===== src/rtl/riscv_pkg.sv =====
// riscv_pkg: RV32I opcodes, ALU and operand-select encodings, decode bundle type
package riscv_pkg;
   localparam logic [6:0] OPC_OP     = 7'b0110011;
   localparam logic [6:0] OPC_OP_IMM = 7'b0010011;
   localparam logic [6:0] OPC_LOAD   = 7'b0000011;
   localparam logic [6:0] OPC_STORE  = 7'b0100011;
   localparam logic [6:0] OPC_BRANCH = 7'b1100011;
   localparam logic [6:0] OPC_JAL    = 7'b1101111;
   localparam logic [6:0] OPC_JALR   = 7'b1100111;
   localparam logic [6:0] OPC_LUI    = 7'b0110111;
   localparam logic [6:0] OPC_AUIPC  = 7'b0010111;
   localparam logic [3:0] ALU_ADD  = 4'b0000;
   localparam logic [3:0] ALU_SUB  = 4'b1000;
   localparam logic [3:0] ALU_SLL  = 4'b0001;
   localparam logic [3:0] ALU_SLT  = 4'b0010;
   localparam logic [3:0] ALU_SLTU = 4'b0011;
   localparam logic [3:0] ALU_XOR  = 4'b0100;
   localparam logic [3:0] ALU_SRL  = 4'b0101;
   localparam logic [3:0] ALU_SRA  = 4'b1101;
   localparam logic [3:0] ALU_OR   = 4'b0110;
   localparam logic [3:0] ALU_AND  = 4'b0111;
   localparam logic [1:0] OP1_SEL_RS1  = 2'b00;
   localparam logic [1:0] OP1_SEL_PC   = 2'b01;
   localparam logic [1:0] OP1_SEL_ZERO = 2'b10;
   typedef struct packed {
      logic [3:0]  alu_op;
      logic [1:0]  op1_sel;
      logic        op2_sel;
      logic [31:0] imm;
      logic [4:0]  rs1;
      logic [4:0]  rs2;
      logic [4:0]  rd;
      logic        reg_write;
      logic        mem_read;
      logic        mem_write;
      logic        branch;
      logic        jump;
      logic [31:0] pc;
   } ctrl_t;
   localparam ctrl_t CTRL_NOP = ctrl_t'{ALU_ADD, OP1_SEL_RS1, 1'b1, 32'd0, 5'd0, 5'd0, 5'd0,
                                        1'b0, 1'b0, 1'b0, 1'b0, 1'b0, 32'd0};
endpackage


===== src/rtl/id_decode_stage_imm_gen.sv =====
// imm_gen: sign-extended RV32I immediate selected by opcode format
module imm_gen
   import riscv_pkg::*;
(
   input  logic [31:0] instr,
   output logic [31:0] imm
);
   logic [6:0]  opc;
   logic [31:0] i_imm, s_imm, b_imm, u_imm, j_imm;
   always_comb begin
      opc   = instr[6:0];
      i_imm = {{20{instr[31]}}, instr[31:20]};
      s_imm = {{20{instr[31]}}, instr[31:25], instr[11:7]};
      b_imm = {{19{instr[31]}}, instr[31], instr[7], instr[30:25], instr[11:8], 1'b0};
      u_imm = {instr[31:12], 12'd0};
      j_imm = {{11{instr[31]}}, instr[31], instr[19:12], instr[20], instr[30:21], 1'b0};
      // shift-immediates carry only the shamt; funct7 is not part of the operand
      imm = (opc == OPC_LOAD || opc == OPC_JALR) ? i_imm :
            (opc == OPC_OP_IMM) ? ((instr[13:12] == 2'b01) ? {27'd0, instr[24:20]} : i_imm) :
            (opc == OPC_STORE) ? s_imm :
            (opc == OPC_BRANCH) ? b_imm :
            (opc == OPC_LUI || opc == OPC_AUIPC) ? u_imm :
            (opc == OPC_JAL) ? j_imm : 32'd0;
   end
endmodule


===== src/rtl/id_decode_stage.sv =====
// id_decode_stage: RV32I decode with one registered valid/ready stage and flush.
// Define ID_ILLEGAL_TRAP_EN to add the illegal output flagging unsupported encodings.
module id_decode_stage
   import riscv_pkg::*;
#(
   parameter int          XLEN      = 32,
   parameter logic [31:0] NOP_INSTR = 32'h00000013
) (
   input  logic            clk,
   input  logic            rst,
   input  logic            flush,
   input  logic            in_valid,
   output logic            in_ready,
   input  logic [31:0]     in_instr,
   input  logic [XLEN-1:0] in_pc,
   output logic            out_valid,
   input  logic            out_ready,
   output logic [3:0]      alu_op,
   output logic [1:0]      op1_sel,
   output logic            op2_sel,
   output logic [XLEN-1:0] imm,
   output logic [4:0]      rs1,
   output logic [4:0]      rs2,
   output logic [4:0]      rd,
   output logic            reg_write,
   output logic            mem_read,
   output logic            mem_write,
   output logic            branch,
   output logic            jump,
   output logic [XLEN-1:0] out_pc
`ifdef ID_ILLEGAL_TRAP_EN
   ,
   output logic            illegal
`endif
);
   ctrl_t       dec, bundle_d, bundle_q;
   logic        out_valid_d, out_valid_q, transfer, load_nop, ok, writes;
   logic [31:0] instr, imm_w;
   logic [6:0]  opc, f7;
   logic [2:0]  f3;
   assign load_nop = rst || flush;
   assign instr    = load_nop ? NOP_INSTR : in_instr;
   assign in_ready = !out_valid_q || out_ready;
   assign transfer = in_valid && in_ready;
   imm_gen u_imm_gen (.instr(instr), .imm(imm_w));
   always_comb begin
      opc    = instr[6:0];
      f3     = instr[14:12];
      f7     = instr[31:25];
      dec    = CTRL_NOP;
      ok     = 1'b1;
      writes = 1'b0;
      case (opc)
         OPC_OP: begin
            ok          = f7 == 7'h00 || f7 == 7'h20;
            dec.alu_op  = {f7[5], f3};
            dec.op2_sel = 1'b0;
            dec.rs1     = instr[19:15];
            dec.rs2     = instr[24:20];
            writes      = 1'b1;
         end
         OPC_OP_IMM: begin
            ok         = (f3 == 3'b001) ? f7 == 7'h00 :
                         (f3 == 3'b101) ? (f7 == 7'h00 || f7 == 7'h20) : 1'b1;
            dec.alu_op = {f3 == 3'b101 && f7[5], f3};
            dec.rs1    = instr[19:15];
            writes     = 1'b1;
         end
         OPC_LOAD: begin
            dec.mem_read = 1'b1;
            dec.rs1      = instr[19:15];
            writes       = 1'b1;
         end
         OPC_STORE: begin
            dec.mem_write = 1'b1;
            dec.rs1       = instr[19:15];
            dec.rs2       = instr[24:20];
         end
         OPC_BRANCH: begin
            dec.alu_op  = f3[2] ? (f3[1] ? ALU_SLTU : ALU_SLT) : ALU_SUB;
            dec.op2_sel = 1'b0;
            dec.branch  = 1'b1;
            dec.rs1     = instr[19:15];
            dec.rs2     = instr[24:20];
         end
         OPC_JAL: begin
            dec.op1_sel = OP1_SEL_PC;
            dec.jump    = 1'b1;
            writes      = 1'b1;
         end
         OPC_JALR: begin
            dec.jump = 1'b1;
            dec.rs1  = instr[19:15];
            writes   = 1'b1;
         end
         OPC_LUI: begin
            dec.op1_sel = OP1_SEL_ZERO;
            writes      = 1'b1;
         end
         OPC_AUIPC: begin
            dec.op1_sel = OP1_SEL_PC;
            writes      = 1'b1;
         end
         default: ok = 1'b0;
      endcase
      dec.imm       = imm_w;
      dec.rd        = writes ? instr[11:7] : 5'd0;
      dec.reg_write = writes && instr[11:7] != 5'd0;
      if (!ok) dec = CTRL_NOP;
      dec.pc        = load_nop ? 32'd0 : in_pc;
      bundle_d      = (load_nop || transfer) ? dec : bundle_q;
      out_valid_d   = flush ? 1'b0 : transfer ? 1'b1 : out_ready ? 1'b0 : out_valid_q;
   end
`ifdef ID_ILLEGAL_TRAP_EN
   logic illegal_d, illegal_q;
   assign illegal_d = (load_nop || transfer) ? !ok : illegal_q;
   assign illegal   = illegal_q;
   always_ff @(posedge clk) illegal_q <= illegal_d;
`endif
   always_ff @(posedge clk) begin
      if (rst) out_valid_q <= 1'b0;
      else out_valid_q <= out_valid_d;
      bundle_q <= bundle_d;
   end
   assign out_valid = out_valid_q;
   assign alu_op    = bundle_q.alu_op;
   assign op1_sel   = bundle_q.op1_sel;
   assign op2_sel   = bundle_q.op2_sel;
   assign imm       = bundle_q.imm;
   assign rs1       = bundle_q.rs1;
   assign rs2       = bundle_q.rs2;
   assign rd        = bundle_q.rd;
   assign reg_write = bundle_q.reg_write;
   assign mem_read  = bundle_q.mem_read;
   assign mem_write = bundle_q.mem_write;
   assign branch    = bundle_q.branch;
   assign jump      = bundle_q.jump;
   assign out_pc    = bundle_q.pc;
endmodule

===== config.mk =====
export PLATFORM = sky130hd
export DESIGN_NAME = id_decode_stage
export DESIGN_NICKNAME = d
export VERILOG_FILES = /design/src/rtl/riscv_pkg.sv /design/src/rtl/id_decode_stage_imm_gen.sv /design/src/rtl/id_decode_stage.sv
export SDC_FILE = /design/constraint.sdc
export NUM_CORES = 1
export LEC_CHECK = 0
export BUFFER_PORTS_ARGS = -buffer_cell sky130_fd_sc_hd__buf_2
export CORE_ASPECT_RATIO = 1.1
export CORE_MARGIN = 3
export CORE_UTILIZATION = 52
export CTS_BUF_LIST = sky130_fd_sc_hd__clkbuf_8
export CTS_CLUSTER_SIZE = 30
export DETAILED_ROUTE_END_ITERATION = 6
export PLACE_DENSITY = 0.89
export SLEW_MARGIN = 40
export SYNTH_ARGS = -nofsm -noshare
export SYNTH_HDL_FRONTEND = slang
export SYNTH_HIERARCHICAL = 1
export SYNTH_SLANG_ARGS = --single-unit

===== constraint.sdc =====
create_clock -name clk -period 5.65 [get_ports clk]
set_input_delay 1.13 -clock clk [delete_from_list [all_inputs] [get_ports clk]]
set_output_delay 1.13 -clock clk [all_outputs]
set_load 0.005 [all_outputs]

==> flow_metrics.env <==
export IMPL_worstPathRequired_ns=5.87
export IMPL_initial_core_util_pct=54.2
export IMPL_crit_path_end_kind="flop"
export IMPL_dr_total_vias=3649
export IMPL_syn_instance_count=377
export IMPL_fin_total_pwr_w=0.00141
export IMPL_cts_setup_buffers=0
export IMPL_cp_max_fo=32
export IMPL_synth_seq_area_share_pct=59.8
export IMPL_tns_ns=0
export IMPL_synthToLayoutAreaGrowth_pct=22.5
export IMPL_clock_root_buffer="clkbuf_8"
export IMPL_first_global_vias=3409
export IMPL_grt_start_max_net_pins=92
export IMPL_antenna_found_initial=0
export IMPL_h_tree_depth=3
export IMPL_clk_pin_slew_ns=0.10
export IMPL_hpwlAfterDp_um=8410
export IMPL_peakVddDrop_mv=0.110
export IMPL_synth_area_leaders="edfxtp_1 59%, and2_1 8.1%, nor2b_1 4.3%"
export IMPL_yosysTopAreaCellShare_pct=59.3
export IMPL_rsz0062_at_grt="no"
export IMPL_ctsHoldBuffers=0
export IMPL_crit_type="in2reg"
export IMPL_final_net_count=597
export IMPL_worstMarginPinSlew_ns=0.804
export IMPL_syn_nets=446
export IMPL_yosysUniqueCellTypes=55
export IMPL_dr_pass1_iters=5
export IMPL_synth_area_per_cell_um2=12.2
export IMPL_io_pins=162
export IMPL_dieArea_um2=10000
export IMPL_outcome="finished clean"
export IMPL_fin_crit_ns=3.58
export IMPL_drv_slew=0
export IMPL_max_freq_mhz=279
export IMPL_slew_headroom_pct=46.4
export IMPL_cts_buffer_depth=2
export IMPL_pwr_density_cell_nw_per_um2=250
export IMPL_cts_tree="built"
export IMPL_gr_total_overflow=0
export IMPL_setup_viol=0
export IMPL_synth_edf_count=91
export IMPL_die_height_um=105
export IMPL_leakage_nw=2.59
export IMPL_hold_class="reg2reg"
export IMPL_port_buffer_count=161
export IMPL_grt_pass1_wl_um=17000
export IMPL_min_period_over_period_pct=63.4
export IMPL_yosysTopAreaCell="edfxtp_1"
export IMPL_via_per_inst=5.67
export IMPL_rows=35
export IMPL_final_common_cell="buf_2"
export IMPL_critPathArrivalTime_ns=3.80
export IMPL_final_cell_mix="161 x buf_2, 91 x edfxtp_1, 60 x and2_1, 32 x nor2b_1, 19 x a21oi_1"
export IMPL_totalWireLength_um=11400
export IMPL_drtIter0Drc=335
export IMPL_clock_latency_ns=0.36
export IMPL_synth_seq_cells=92
export IMPL_ys_warn_count=6
export IMPL_drive_gt1_share_pct=38.3
export IMPL_async_reset_ff_share_pct=0
export IMPL_gr_usage_all_layers_pct=22.1
export IMPL_cts_sinks=92
export IMPL_cap_viol_max_count=0
export IMPL_critPathLaunchType="input port"
export IMPL_wl_per_cell_um=17.6
export IMPL_drtAntennaViolNets=0
export IMPL_cts_resized=0
export IMPL_drc=0
export IMPL_hold_viol=0
export IMPL_die_w_um=95.7
export IMPL_n_antenna_cell=0
export IMPL_finClkSkew_ns=0.00977
export IMPL_ys_flop_type="edfxtp_1"
export IMPL_core_area_um2=8500
export IMPL_numCtsBuffers=9
export IMPL_gp_congestion=0.861
export IMPL_netlist_area_um2=4610
-- cells by family (layout without fill, tap and decap cells) --
| kind of cell | after synthesis | in the layout | synth area share, % |
|---|---|---|---|
| flops | 92 | 92 | 59.8 |
| compound gates | 67 | 67 | 10.8 |
| simple gates | 186 | 186 | 25.4 |
| buf+inv | 32 | 188 | 4.05 |
-- stage by stage --
stage	setup WS (ns)	cells	area (um^2)	util, %	hold slack (ns)
finish	2.07	644	5640	66.4	0.531
global route	1.86	644	5640	66.4	0.573
CTS	2.11	644	5640	66.4	0.528
detailed placement	1.73	628	5450	64.2	0.514
global placement	1.64	627	5430	63.9	0.514
floorplan	1.37	377	4610	-	0.537
-- cells in the mapped netlist, types with 6 or more instances --
| library cell | instances |
|---|---|
| nor4b_1 | 7 |
| nand3_1 | 7 |
| nor2b_1 | 32 |
| nor3_1 | 6 |
| nor4_1 | 6 |
| nor3b_1 | 8 |
| o21ai_2 | 10 |
| a21o_1 | 8 |
| inv_1 | 8 |
| o21ai_0 | 7 |
| nand2_1 | 11 |
| clkbuf_1 | 11 |
| nor2_1 | 15 |
| and2_1 | 60 |
| a21oi_1 | 19 |
| edfxtp_1 | 91 |
-- area by class of cell --
cell class	instances	area [um^2]
tap	111	139
sequential	92	2750
inverter	8	30.0
multi-input combinational	253	1700
clock buffer	9	124
fill	650	2850
timing repair buffer	164	828
clock inverter	7	67.6
-- worst paths after layout --
path / start / to / slack, ns / cells past startpoint
setup / recovery: flush / imm[29]$_SDFFCE_PN0P_ / 2.07 / 9
setup reg to reg: out_valid$_SDFFE_PP0P_ / imm[29]$_SDFFCE_PN0P_ / 4.14 / 3
hold reg to reg: out_valid$_SDFFE_PP0P_ / out_valid$_SDFFE_PP0P_ / 0.53 / 2
hold / removal: out_valid$_SDFFE_PP0P_ / out_valid$_SDFFE_PP0P_ / 0.53 / 2
-- critical path: stages --
cell	delay, ns
buf_2	0.13
nor2_4	0.55
buf_4	0.39
and2_1	0.33
nand4_1	0.14
a21oi_1	0.69
a21oi_1	0.13
o21ai_2	0.15
nor2b_1	0.14
-- registers in the layout, indices dropped and copies added (netlist names) --
register and flops:
jump 1, op1_sel 2, imm 32, out_valid 1
out_pc 32, op2_sel 1, rs2 5, mem_read 1
alu_op 4, mem_write 1, reg_write 1, branch 1
rd 5, rs1 5
-- power by group --
| group | internal (W) | switching (W) | total [W] |
|---|---|---|---|
| logic | 0.0000772 | 0.000103 | 0.000180 |
| clock network | 0.000171 | 0.000255 | 0.000425 |
| registers | 0.000791 | 0.0000122 | 0.000803 |
-- layer usage --
metal,wire length (um),up-vias,global-route usage (%),part of all wire (%)
met2,5740,217,38.4,51
li1,-,1693,-,-
met1,4220,1709,25.8,37
met5,0,-,0,0
met3,1050,30,4.82,9.2
met4,347,0,9.04,3.1
No activity file was read; power rests on OpenSTA's default activity.
